## config.mk

```make
export PLATFORM = sky130hd
export DESIGN_NAME = instr_fetch_unit_flat
export DESIGN_NICKNAME = d
export VERILOG_FILES = /design/src/rtl/instr_fetch_unit_if.sv /design/src/rtl/instr_fetch_unit.sv /design/src/flat_wrapper.sv
export SDC_FILE = /design/constraint.sdc
export NUM_CORES = 1
export LEC_CHECK = 0
export ABC_AREA = 1
export BUFFER_PORTS_ARGS = -buffer_cell sky130_fd_sc_hd__buf_2
export CAP_MARGIN = 20
export CORE_UTILIZATION = 40
export DETAILED_ROUTE_END_ITERATION = 16
export PLACE_DENSITY = 0.71
export SETUP_SLACK_MARGIN = 0.3
export SLEW_MARGIN = 20
export SYNTH_ARGS = -nofsm -noshare
export SYNTH_HDL_FRONTEND = slang
export SYNTH_SLANG_ARGS = --single-unit
```

## constraint.sdc

```tcl
create_clock -name clk -period 4.2 [get_ports clk]
set_input_delay 0 -clock clk [delete_from_list [all_inputs] [get_ports clk]]
set_output_delay 0 -clock clk [all_outputs]
set_load 0.01 [all_outputs]
```

## src/rtl/instr_fetch_unit_if.sv

```systemverilog
// Word-wide instruction memory read port between the fetch unit (master) and memory (slave).
`timescale 1ns/1ps
interface instr_fetch_unit_if;
  logic [31:0] mem_addr;
  logic        mem_req;
  logic        mem_ack;
  logic [31:0] mem_rdata;

  modport master (
    output mem_addr,
    output mem_req,
    input  mem_ack,
    input  mem_rdata
  );

  modport slave (
    input  mem_addr,
    input  mem_req,
    output mem_ack,
    output mem_rdata
  );
endinterface

```

## src/rtl/instr_fetch_unit.sv

```systemverilog
// RV32EC instruction fetch with a one-word line buffer; assembles compressed, aligned and
// word-spanning 32-bit instructions from halfword-aligned PCs.
`timescale 1ns/1ps
module instr_fetch_unit #(
  parameter logic [31:0] RESET_INSTR = 32'h00000013
) (
  input  logic                      clk,
  input  logic                      rst,
  input  logic [31:0]               i_fetch_addr,
  input  logic                      i_fetch_start,
  input  logic                      i_flush_buf,
  instr_fetch_unit_if.master        mem_if,
  output logic [31:0]               o_instr,
  output logic                      o_compressed,
  output logic                      o_instr_valid,
  output logic                      o_fault,
  output logic                      o_fetch_busy
);

  typedef enum logic [1:0] {StIdle, StReqLo, StReqHi, StDone} state_e;

  state_e      r_state;
  logic        r_half_sel;
  logic [29:0] r_mem_word;
  logic        r_mem_req;
  logic [31:0] r_instr;
  logic        r_valid;
  logic        r_fault;
  logic        r_buf_valid;
  logic [29:0] r_buf_tag;
  logic [31:0] r_buf_data;
  logic [15:0] r_lo_half;

  logic        w_hit;
  logic [15:0] w_hit_half;
  logic [15:0] w_mem_half;
  logic        w_ack;

  // A compressed halfword is zero-extended; otherwise the whole (offset-0) word is the instruction.
  function automatic logic [31:0] pick_instr(input logic [15:0] half, input logic [31:0] word);
    return (half[1:0] != 2'b11) ? {16'h0000, half} : word;
  endfunction

  assign w_hit      = r_buf_valid && (i_fetch_addr[31:2] == r_buf_tag);
  assign w_hit_half = i_fetch_addr[1] ? r_buf_data[31:16] : r_buf_data[15:0];
  assign w_mem_half = r_half_sel ? mem_if.mem_rdata[31:16] : mem_if.mem_rdata[15:0];
  assign w_ack      = mem_if.mem_ack && r_mem_req;

  always_ff @(posedge clk or posedge rst) begin
    if (rst) begin
      r_state     <= StIdle;
      r_half_sel  <= 1'b0;
      r_mem_word  <= '0;
      r_mem_req   <= 1'b0;
      r_instr     <= RESET_INSTR;
      r_valid     <= 1'b0;
      r_fault     <= 1'b0;
      r_buf_valid <= 1'b0;
      r_buf_tag   <= '0;
      r_buf_data  <= '0;
      r_lo_half   <= '0;
    end else begin
      r_valid <= 1'b0;
      unique case (r_state)
        StIdle: begin
          if (i_fetch_start) begin
            r_half_sel <= i_fetch_addr[1];
            if (i_fetch_addr[0]) begin
              r_fault <= 1'b1;
              r_valid <= 1'b1;
              r_state <= StDone;
            end else if (w_hit && (!i_fetch_addr[1] || r_buf_data[17:16] != 2'b11)) begin
              r_instr <= pick_instr(w_hit_half, r_buf_data);
              r_fault <= 1'b0;
              r_valid <= 1'b1;
              r_state <= StDone;
            end else if (w_hit) begin
              r_lo_half  <= r_buf_data[31:16];
              r_mem_word <= i_fetch_addr[31:2] + 30'd1;
              r_mem_req  <= 1'b1;
              r_state    <= StReqHi;
            end else begin
              r_mem_word <= i_fetch_addr[31:2];
              r_mem_req  <= 1'b1;
              r_state    <= StReqLo;
            end
          end
        end
        StReqLo: begin
          if (w_ack) begin
            r_buf_valid <= 1'b1;
            r_buf_tag   <= r_mem_word;
            r_buf_data  <= mem_if.mem_rdata;
            if (!r_half_sel || w_mem_half[1:0] != 2'b11) begin
              r_instr   <= pick_instr(w_mem_half, mem_if.mem_rdata);
              r_fault   <= 1'b0;
              r_valid   <= 1'b1;
              r_mem_req <= 1'b0;
              r_state   <= StDone;
            end else begin
              // 32-bit instruction at offset 2: upper half of this word is its low half.
              r_lo_half  <= mem_if.mem_rdata[31:16];
              r_mem_word <= r_mem_word + 30'd1;
              r_state    <= StReqHi;
            end
          end
        end
        StReqHi: begin
          if (w_ack) begin
            r_buf_valid <= 1'b1;
            r_buf_tag   <= r_mem_word;
            r_buf_data  <= mem_if.mem_rdata;
            r_instr     <= {mem_if.mem_rdata[15:0], r_lo_half};
            r_fault     <= 1'b0;
            r_valid     <= 1'b1;
            r_mem_req   <= 1'b0;
            r_state     <= StDone;
          end
        end
        StDone: r_state <= StIdle;
        default: r_state <= StIdle;
      endcase
      // Flush wins over a same-cycle buffer fill.
      if (i_flush_buf) r_buf_valid <= 1'b0;
    end
  end

  assign mem_if.mem_addr = {r_mem_word, 2'b00};
  assign mem_if.mem_req  = r_mem_req;
  assign o_instr         = r_instr;
  assign o_compressed    = (r_instr[1:0] != 2'b11);
  assign o_instr_valid   = r_valid;
  assign o_fault         = r_fault;
  assign o_fetch_busy    = (r_state == StReqLo) || (r_state == StReqHi) ||
                           ((r_state == StIdle) && i_fetch_start);

endmodule

```

## src/flat_wrapper.sv

```systemverilog
// flat-port wrapper written by rule: the top's interface ports become plain ports
module instr_fetch_unit_flat 
#(
  parameter logic [31:0] RESET_INSTR = 32'h00000013
)
  (clk, rst, i_fetch_addr, i_fetch_start, i_flush_buf, o_instr, o_compressed, o_instr_valid, o_fault, o_fetch_busy, mem_if_mem_addr, mem_if_mem_req, mem_if_mem_ack, mem_if_mem_rdata);
  instr_fetch_unit_if mem_if_i ();
  input  logic clk;
  input  logic rst;
  input  logic [31:0] i_fetch_addr;
  input  logic i_fetch_start;
  input  logic i_flush_buf;
  output logic [31:0] o_instr;
  output logic o_compressed;
  output logic o_instr_valid;
  output logic o_fault;
  output logic o_fetch_busy;
  output wire logic [$bits(mem_if_i.mem_addr)-1:0] mem_if_mem_addr;
  output wire logic [$bits(mem_if_i.mem_req)-1:0] mem_if_mem_req;
  input wire logic [$bits(mem_if_i.mem_ack)-1:0] mem_if_mem_ack;
  input wire logic [$bits(mem_if_i.mem_rdata)-1:0] mem_if_mem_rdata;
  assign mem_if_mem_addr = mem_if_i.mem_addr;
  assign mem_if_mem_req = mem_if_i.mem_req;
  assign mem_if_i.mem_ack = mem_if_mem_ack;
  assign mem_if_i.mem_rdata = mem_if_mem_rdata;
  instr_fetch_unit #(.RESET_INSTR(RESET_INSTR)) u_core (.clk(clk), .rst(rst), .i_fetch_addr(i_fetch_addr), .i_fetch_start(i_fetch_start), .i_flush_buf(i_flush_buf), .mem_if(mem_if_i), .o_instr(o_instr), .o_compressed(o_compressed), .o_instr_valid(o_instr_valid), .o_fault(o_fault), .o_fetch_busy(o_fetch_busy));
endmodule
```

==> impl_metrics.tcl <==
set metrics [dict create \
    hp-start "i_fetch_addr[22]" \
    gr-total-overflow 0 \
    antenna_found_initial 0 \
    synthDistinctLibCells 37 \
    post_drt_wl_per_cell_um 15.7 \
    portBuffers 135 \
    async_reset_ff_share_pct 100 \
    crit_start "u_core.r_buf_valid" \
    max-cap-violations 0 \
    initial_core_util_pct 41.3 \
    grt_pass1_wl_um 52100 \
    die_x_um 161 \
    rsz0062_at_grt "false" \
    r2r_start "u_core.r_buf_valid" \
    yosys_register_bits 147 \
    worst_path_most_repeated_cell "nand2_1" \
    drc 0 \
    fin_setup_tns_ns 0 \
    clk_latency_ns 0.43 \
    grt_max_degree 148 \
    layout-drive-gt1-share_pct 13.3 \
    drt-total-wl_um 32700 \
    cts.sinks 147 \
    worst_slack_ns 1.07 \
    switching_share_pct 50.9 \
    dp_hpwl_um 23500 \
    vias 10900 \
    p_switching_mw 4.48 \
    avgSynthCellArea_um2 6.30 \
    cts_tree "yes" \
    diodes 0 \
    ioPinCount 138 \
    power_frac_comb_pct 52.8 \
    critPathTopFamily "buffers and inverters" \
    p_seq_share_pct 29.9 \
    seq_area_frac_synth_pct 36.3 \
    drtIter0Drc 1251 \
    setup_viol 0 \
    postCtsHoldBufs 40 \
    cp-end-kind "flop" \
    hold_path.class "input pin to flop" \
    power.density_nw_per_um2 735 \
    cpMaxStageDelayCell "dfrtp_1" \
    synth_top_area_share_pct 35.5 \
    clock_path_buffers 2 \
    synthFlopType "dfrtp_1" \
    peakVddDrop_mv 0.436 \
    fin_worst_skew_ns 0.0148 \
    worstMarginPinSlew_ns 1.01 \
    cts_buffers 17 \
    fin_crit_sh_pct 74.5 \
    crit_type "flop to flop" \
    yosys.area.top_type "dfrtp_1" \
    synth_area_leaders "dfrtp_1 (36%), nand2_1 (21%), nor2_1 (7.2%)" \
    hold_violations 0 \
    synth-edff-count 0 \
    cp-start-kind "flop" \
    worst-path-buf-inv 3 \
    yosysWarningCount 0 \
    core-area_um2 24600 \
    syn2layout_area_growth_pct 17.9 \
    fp-row-count 57 \
    clockRootBuffer "clkbuf_16" \
    internal_power_mw 4.32 \
    status "finished clean" \
    crit_required_ns 4.51 \
    via_per_inst 5.23 \
    firstDrtPassIters 6 \
    clk_pin_slew_ns 0.07 \
    final_antenna_net_count 0 \
    max_freq_mhz 320 \
    grt_pass1_vias 10100 \
    netlist_area_um2 10100 \
    leakage_nw 6.22 \
    post_cts_resized 0 \
    final_net_count 1825 \
    fin_crit_ns 3.13 \
    clockPowerShare_pct 17.3 \
    die-area_um2 26000 \
    fp.dieH_um 161 \
    path_cells "nand2_1 -> nor2_1 -> nand2_1 -> nor2_1 -> nand2_1 -> nor2_2 -> buf_4 -> nand3_2 -> nand2_1 -> buf_4 -> inv_1 -> nand3_1 -> nand2_1" \
    syn_inst 1612 \
    slew_viol_final 0 \
    max_stage_delay_ns 0.65 \
    cp_max_fo 39 \
    hold-worst-slack_ns 0.0311 \
    grtUsageTotal_pct 25.5 \
    post-cts-setup-buffers 0 \
    place_worst_setup_slack_ns 1.16 \
    cp.arrival_ns 3.44 \
    htreeDepth 4 \
    power_mw 8.80 \
    max_slew_margin_pct 32.5 \
    gp_congestion 0.999 \
]
stage by stage:
stage	cell area (um2)	std cells	utilization (%)
floorplan	10200	1613	-
global placement	11000	2015	44.6
detailed placement	11000	2015	44.6
CTS	12000	2087	48.6
global route	12000	2087	48.6
finish	12000	2087	48.6
Yosys cell counts, types with 2 or more instances:
library cell / n
a21oi_1: 110
buf_1: 5
buf_2: 9
buf_4: 6
buf_6: 9
clkbuf_1: 35
clkinv_1: 2
dfrtp_1: 144
dfstp_2: 3
ha_1: 6
inv_1: 183
inv_2: 14
nand2_1: 559
nand2_2: 2
nand3_1: 78
nand3_2: 2
nand4_1: 8
nor2_1: 196
nor2_2: 2
nor3_1: 37
o211ai_1: 15
o21a_1: 2
o21ai_0: 118
o21ai_1: 10
o21ai_2: 32
o22ai_1: 3
xnor2_1: 2
xor2_1: 11
flip-flops by register name, indices dropped and copies added, names as in the netlist, 2 cells and up:
| signal | cells |
|---|---|
| u_core.r_buf_data | 32 |
| u_core.r_buf_tag | 30 |
| u_core.r_lo_half | 16 |
| u_core.r_mem_word | 30 |
| u_core.r_state | 2 |
| u_core.o_instr | 32 |
power groups by stage:
stage	Clock [mW]	Sequential, mW	Combinational [mW]
after global placement	0	2.61	4.48
after floorplan	0	2.58	3.34
final	1.52	2.64	4.65
after CTS	1.53	2.61	4.61
after detailed placement	0	2.63	4.56
after global routing	1.58	2.69	5.25
cell usage in the layout, fill, tap and decap left out, drive strengths merged:
cell type | Yosys | layout
o211ai | 15 | 15
dfrtp | 144 | 144
and3 | 1 | 1
inv | 197 | 203
clkbuf | 35 | 17
nor3b | 1 | 1
dlygate4sd3 | 0 | 40
conb | 1 | 2
o22ai | 3 | 3
nand2 | 562 | 562
xor2 | 11 | 11
nand4 | 8 | 8
and2 | 1 | 1
xnor2 | 2 | 2
a22oi | 1 | 1
nand3 | 80 | 80
nor4 | 1 | 1
buf | 29 | 142
ha | 6 | 6
o21ai | 160 | 160
o31ai | 1 | 1
a21oi | 110 | 110
clkinvlp | 0 | 3
nor3 | 37 | 37
dfstp | 3 | 3
clkinv | 2 | 8
nor2 | 199 | 199
o21a | 2 | 2
worst register-to-register path, cell delays in order (launching register included):
cell and delay, ns:
dfrtp_1 0.65, nand2_1 0.11, nor2_1 0.11, nand2_1 0.06, nor2_1 0.13, nand2_1 0.07, nor2_2 0.08, buf_4 0.36
nand3_2 0.16, nand2_1 0.10, buf_4 0.38, inv_1 0.50, nand3_1 0.24, nand2_1 0.07
final cells by class:
class,instances,area [um2]
Timing Repair Buffer,182,1140
Multi-Input combinational cell,1203,5400
Tap cell,324,405
Clock buffer,17,425
Fill cell,2465,12600
Clock inverter,15,166
Sequential cell,147,3680
Inverter,199,751
layer usage:
metal / vias up / GRT usage (%) / wire length, um
met4: 0 / 8.23 / 848
li1: 5360 / - / -
met1: 5003 / 35.9 / 14200
met3: 66 / 4.49 / 2970
met2: 482 / 39.5 / 14600
met5: - / 0 / 0
final timing paths:
kind	end	slack (ns)	cells past startpoint
worst min register to register	u_core.r_lo_half[0]	0.45	2
worst max register to register	u_core.r_mem_word[28]	1.07	13
min in group asynchronous	u_core.o_instr[17]	0.26	4
worst max-delay path	u_core.r_mem_word[28]	1.07	13
max in group asynchronous	u_core.r_mem_word[9]	3.21	4
worst min-delay path	u_core.r_mem_word[20]	0.03	5
kinds of logic (layout without fill, tap and decap cells):
group                      Yosys count  after routing  synth area share, %
adders and majority gates            6              6                0.740
buffers and inverters              263            413                 10.7
xor gates and xnor gates            13             13                 1.12
AOI/OAI and AO/OA                  292            292                 16.1
other                                1              2               0.0369
and+or+nand+nor                    890            890                 35.0
DFF                                147            147                 36.3
No activity file was read; power rests on OpenSTA's default activity.
